===== config.mk =====
export PLATFORM = sky130hd
export DESIGN_NAME = iterative_muldiv_unit
export DESIGN_NICKNAME = d
export VERILOG_FILES = /design/src/rtl/iterative_muldiv_unit.sv
export SDC_FILE = /design/constraint.sdc
export NUM_CORES = 1
export LEC_CHECK = 0
export ABC_AREA = 0
export CAP_MARGIN = 20
export CORE_MARGIN = 3
export CORE_UTILIZATION = 47
export DETAILED_ROUTE_END_ITERATION = 12
export HOLD_SLACK_MARGIN = 0.12
export PLACE_DENSITY_LB_ADDON = 0.2
export SETUP_SLACK_MARGIN = 0.3
export SLEW_MARGIN = 5
export SYNTH_ARGS = -nofsm -noshare
export SYNTH_HDL_FRONTEND = slang
export SYNTH_SLANG_ARGS = --single-unit

===== constraint.sdc =====
create_clock -name clk -period 5.6 [get_ports clk]
set_input_delay 1.12 -clock clk [delete_from_list [all_inputs] [get_ports clk]]
set_output_delay 1.12 -clock clk [all_outputs]
set_load 0.05 [all_outputs]

===== src/rtl/iterative_muldiv_unit.sv =====
// Multi-cycle RV32M-style multiply/divide unit: shift-add multiplication and
// restoring division on operand magnitudes, with the sign fix-up applied in a final cycle.
module iterative_muldiv_unit #(
    parameter int OPERAND_LENGTH = 32
) (
    input  logic                      clk,
    input  logic                      rst,
    input  logic                      start,
    input  logic [2:0]                op_select,
    input  logic [OPERAND_LENGTH-1:0] opd1,
    input  logic [OPERAND_LENGTH-1:0] opd2,
    output logic                      busy,
    output logic                      result_valid,
    output logic [OPERAND_LENGTH-1:0] result
);

    localparam int N     = OPERAND_LENGTH;
    localparam int CNT_W = $clog2(N);
    localparam logic [CNT_W-1:0] CNT_INIT = CNT_W'(N - 1);

    typedef enum logic [1:0] {S_IDLE, S_CALC, S_DONE} state_t;

    typedef enum logic [2:0] {
        OP_MUL    = 3'b000,
        OP_MULH   = 3'b001,
        OP_MULHSU = 3'b010,
        OP_MULHU  = 3'b011,
        OP_DIV    = 3'b100,
        OP_DIVU   = 3'b101,
        OP_REM    = 3'b110,
        OP_REMU   = 3'b111
    } op_t;

    state_t           r_state;
    state_t           w_next_state;
    op_t              r_op;
    logic [N-1:0]     r_opd1;
    logic [N-1:0]     r_opd2;
    logic             r_setup;
    logic [CNT_W-1:0] r_counter;
    logic [N-1:0]     r_mag_a;
    logic [N-1:0]     r_mag_b;
    logic [2*N-1:0]   r_prod;
    logic [N-1:0]     r_rem;
    logic [N-1:0]     r_quot;
    logic             r_negate;
    logic [N-1:0]     r_result;

    logic             w_accept;
    logic             w_signed_a;
    logic             w_signed_b;
    logic             w_a_neg;
    logic             w_b_neg;
    logic [N-1:0]     w_mag_a;
    logic [N-1:0]     w_mag_b;
    logic             w_negate;
    logic [N:0]       w_mul_sum;
    logic [N:0]       w_shifted;
    logic [N:0]       w_diff;
    logic             w_q_bit;
    logic [2*N-1:0]   w_prod_fix;
    logic [N-1:0]     w_quot_fix;
    logic [N-1:0]     w_rem_fix;
    logic [N-1:0]     w_final;

    // A new request is taken in IDLE and also in DONE, so back-to-back issue has no gap.
    assign w_accept = start && (r_state != S_CALC);

    // ---------------- FSM: state register ----------------
    always_ff @(posedge clk) begin
        if (rst) r_state <= S_IDLE;
        else     r_state <= w_next_state;
    end

    // ---------------- FSM: next-state logic ----------------
    always_comb begin
        // NOTE: default assignment first so no path through the case leaves the signal unassigned (no latch).
        w_next_state = r_state;
        case (r_state)
            S_IDLE: if (w_accept) w_next_state = S_CALC;
            S_CALC: if (!r_setup && (r_counter == '0)) w_next_state = S_DONE;
            S_DONE: w_next_state = w_accept ? S_CALC : S_IDLE;
            default: w_next_state = S_IDLE;
        endcase
    end

    // ---------------- FSM: outputs ----------------
    always_comb begin
        busy         = (r_state == S_CALC);
        result_valid = (r_state == S_DONE);
        result       = (r_state == S_DONE) ? w_final : r_result;
    end

    // The first CALC cycle converts the latched operands to magnitudes and records the result sign.
    always_comb begin
        w_signed_a = !((r_op == OP_MULHU) || (r_op == OP_DIVU) || (r_op == OP_REMU));
        w_signed_b = (r_op == OP_MUL) || (r_op == OP_MULH) || (r_op == OP_DIV) || (r_op == OP_REM);
        w_a_neg    = w_signed_a && r_opd1[N-1];
        w_b_neg    = w_signed_b && r_opd2[N-1];
        w_mag_a    = w_a_neg ? -r_opd1 : r_opd1;
        w_mag_b    = w_b_neg ? -r_opd2 : r_opd2;
        case (r_op)
            OP_DIV:  w_negate = (w_a_neg ^ w_b_neg) && (r_opd2 != '0);
            OP_REM:  w_negate = w_a_neg;
            OP_DIVU,
            OP_REMU: w_negate = 1'b0;
            default: w_negate = w_a_neg ^ w_b_neg;
        endcase
    end

    // One shift-add multiply step and one restoring divide step, both evaluated every iteration.
    always_comb begin
        w_mul_sum = {1'b0, r_prod[2*N-1:N]} + (r_prod[0] ? {1'b0, r_mag_a} : '0);
        w_shifted = {r_rem, r_quot[N-1]};
        w_diff    = w_shifted - {1'b0, r_mag_b};
        w_q_bit   = !w_diff[N];
    end

    always_comb begin
        w_prod_fix = r_negate ? -r_prod : r_prod;
        w_quot_fix = r_negate ? -r_quot : r_quot;
        w_rem_fix  = r_negate ? -r_rem  : r_rem;
        case (r_op)
            OP_MUL:  w_final = w_prod_fix[N-1:0];
            OP_MULH,
            OP_MULHSU,
            OP_MULHU: w_final = w_prod_fix[2*N-1:N];
            OP_DIV,
            OP_DIVU: w_final = w_quot_fix;
            default: w_final = w_rem_fix;
        endcase
    end

    // NOTE: sequential state uses non-blocking assignments only, so every register samples pre-edge values.
    always_ff @(posedge clk) begin
        if (rst) begin
            r_op      <= OP_MUL;
            r_opd1    <= '0;
            r_opd2    <= '0;
            r_setup   <= 1'b0;
            r_counter <= '0;
            r_mag_a   <= '0;
            r_mag_b   <= '0;
            r_prod    <= '0;
            r_rem     <= '0;
            r_quot    <= '0;
            r_negate  <= 1'b0;
            r_result  <= '0;
        end else begin
            if (w_accept) begin
                r_op      <= op_t'(op_select);
                r_opd1    <= opd1;
                r_opd2    <= opd2;
                r_setup   <= 1'b1;
                r_counter <= CNT_INIT;
            end else if (r_state == S_CALC) begin
                if (r_setup) begin
                    r_setup  <= 1'b0;
                    r_mag_a  <= w_mag_a;
                    r_mag_b  <= w_mag_b;
                    r_prod   <= {{N{1'b0}}, w_mag_b};
                    r_rem    <= '0;
                    r_quot   <= w_mag_a;
                    r_negate <= w_negate;
                end else begin
                    r_prod    <= {w_mul_sum, r_prod[N-1:1]};
                    r_rem     <= w_q_bit ? w_diff[N-1:0] : w_shifted[N-1:0];
                    r_quot    <= {r_quot[N-2:0], w_q_bit};
                    r_counter <= r_counter - 1'b1;
                end
            end
            if (r_state == S_DONE) r_result <= w_final;
        end
    end

endmodule


==> flow_summary.toml <==
[cells_and_area]
diodes = 0
multiInputGateArea_um2 = 12700
design_area_um2 = 22300
n_fill_cell = 4000
drive_above_1_share_pct = 6.86
fin_nets = 2772
area_delta_synth_final_pct = 14.2
regArea_um2 = 6020

[clock_network]
hold_buffers = 0
clkLatencyLatePin_ns = 0.56
cts.sinks = 300
tritoncts.num_buffers = 36
clockBufferDepth = 3
cts.clk_slew.worst_paths_ns = 0.06
root_buffer = "clkbuf_16"
htreeDepth = 2
cts_tree = "built"

[timing]
max-slew-margin-rel_pct = 25.5
skew_ns = 0.00708
rsz0062_at_grt = "no"
worst_hold_slack_ns = 0.444
tightest_slew_ns = 1.09
fin_crit_ns = 5.17
hold_viol_final = 0
fmax_ghz = 0.193
finalMaxSlewViolations = 0
tns_ns = 0
period_share_pct = 92.3
setup_viol = 0

[job]
max-cap-violations = 0

[grt]
grt_usage_pct = 29.6
grt_overflow = 0
first_global_vias = 17600
grt_first_pass_wirelength_mm = 104
antenna_found_initial = 0
grt_max_degree = 99

[yosys]
synth_cell_types = 83
synth_common_cells = "nor2_1 (326), nand2_1 (304), dfxtp_1 (300)"
yosysMostFrequentCell = "nor2_1"
syn_avg_cell_area_um2 = 7.46
synth_top_area_share_pct = 30.7
ys_warn_count = 0
seq_area_frac_synth_pct = 30.7
synthArstFlopShare_pct = 0
synth_seq_cells = 300
synth-edff-count = 0
yosysTopAreaCell = "dfxtp_1"
syn_area_um2 = 19500
synth_nets = 2761
synth.area.top_cells = "dfxtp_1 (31%), a21oi_1 (6.6%), nor2_1 (6.3%)"
synthCells = 2618
synthFlopType = "dfxtp_1"

[power_and_ir_drop]
fin_total_pwr_mw = 8.82
vdd_drop_max_uv = 329
p_per_area_nw_per_um2 = 395
power.leakage_nw = 8.53

[floorplanning]
io_pins = 104
die-height_um = 210
core-area_um2 = 40900
rows = 74
start_util_pct = 47.8
fp.dieW_um = 210
dieArea_um2 = 44100

[worst_setup_path]
required_ns = 4.48
cp.depth = 10
worstSetupPathType = "reg -> out"
worstSetupStartpointType = "flop"
cp_common_cell = "or4_1"
worstPathBufferInverterCount = 1
worstRegToRegCells = 13
cp-end-kind = "output pin"
slowest_stage = "or4_1"
critPathTopFamily = "simple AND/OR/NAND/NOR gates"
cp.arrival_ns = 4.05
critical_path.max_fanout = 11
critPathMaxStageDelay_ns = 0.59
crit_chain = "or4_1, or3_4, or4_1, nor3_1, nand3_1, o21ai_0, a22oi_1, o2111a_1, nor2_1, clkdlybuf4s15_1"

[route]
ant_nets = 0
drt_wl_total_mm = 67.6
drc = 0
drtPass1Iterations = 6
routedWlPerCell_um = 21.2
via_per_inst = 6.09
dr.first_iter.drc_count = 2165
num_vias = 19400

[worst_hold_path]
hold_path.class = "reg -> reg"
hold_depth = 2

[outcome]
status = "completed"

[place]
io_buffers = 103
place.gp.congestion = 0.984
place_hpwl_mm = 51.3
place_area_um2 = 21000
## path summary, 6_finish.rpt
kind | end | slack [ns] | from
max | result[22] | 0.43 | r_prod[11]
min | r_mag_a[30] | 0.44 | r_mag_a[30]
max reg2reg | r_rem[0] | 1.47 | r_quot[31]
min reg2reg | r_mag_a[30] | 0.44 | r_mag_a[30]
## layout make-up
| class | count | share of cell area, % |
|---|---|---|
| Inverter | 74 | 1.24 |
| Sequential cell | 300 | 27.0 |
| Multi-Input combinational cell | 2064 | 57.0 |
| Clock inverter | 8 | 0.572 |
| Clock buffer | 54 | 4.75 |
| Tap cell | 532 | 2.98 |
| Timing Repair Buffer | 153 | 6.48 |
## worst reg2reg max path: stages (launching register included)
cell and delay (ns):
dfxtp_1 0.46, inv_1 0.07, ha_1 0.21, fa_1 0.42, nand2b_1 0.20, a211oi_1 0.42, o21ai_0 0.37, and3_1 0.28
o21ba_2 0.27, mux2i_1 0.19, buf_4 0.20, and2_1 0.52, o21ai_0 0.18, a22o_1 0.24
## metal layers
metal	share of wire (%)	global-route usage (%)	wire, um
met1	48	44.8	32300
met2	42	43.8	28300
met4	2.4	7.64	1600
met5	0	0	0
met3	8.0	4.65	5440
## power breakdown
group          leakage (nW)  switching, mW  internal (mW)
Sequential             2.44          0.219           2.28
Combinational          5.51           2.36           1.59
Clock                 0.582          0.968           1.41
Total                  8.53           3.54           5.27
## placed cells by master (no fill, tap or decap), drive strengths merged, types with 10 or more instances in the layout
cell type      count
a211oi           127
a21o              30
a21oi            256
a221oi            16
a31oi             24
and2              42
buf               69
clkbuf            60
clkdlybuf4s50     70
dfxtp            300
ha                71
inv               75
mux2i             34
nand2            304
nand2b            30
nand3             29
nand4             10
nor2             326
nor2b             27
nor3              62
nor3b             11
nor4              35
o211ai            11
o21a              11
o21ai            153
o22ai             19
o31ai             47
o41ai             19
or3               25
or4               23
xnor2            100
xor2             111
## metrics by stage
stage	cells	worst slack, ns	util (%)
2_1_floorplan	2618	0.370	-
3_3_place_gp	3116	0.441	51.2
3_5_place_dp	3117	0.430	51.2
4_1_cts	3184	0.245	54.3
5_1_grt	3185	0.306	54.5
6_report	3185	0.432	54.5
## registers in the layout, summed over array words and instances (netlist names)
| name | cells |
|---|---|
| r_prod | 64 |
| r_mag_a | 32 |
| r_mag_b | 32 |
| r_opd1 | 32 |
| r_opd2 | 32 |
| r_quot | 32 |
| r_rem | 32 |
| r_result | 32 |
| r_counter | 5 |
| r_op | 3 |
| r_state | 2 |
| r_negate | 1 |
| r_setup | 1 |
## kinds of logic (layout without fill, tap and decap cells)
kind of cell    count (synthesis)  count (layout)  share of synthesized area, %
xor+xnor                      211             211                          9.46
buf+inv                       254             289                          4.99
simple gates                  951             951                          22.3
flops                         300             300                          30.7
mux                            39              39                          2.09
fa+ha+maj                      73              73                          4.75
compound gates                790             790                          25.7
## timing repair
action,4_1_cts,5_1_grt
resized for setup,30,31
pin swaps,8,1
endpoints found under the hold margin,0,0
setup endpoints to repair,27,19
setup buffers,5,0
Note: power is estimated with default switching activity, not from simulation.
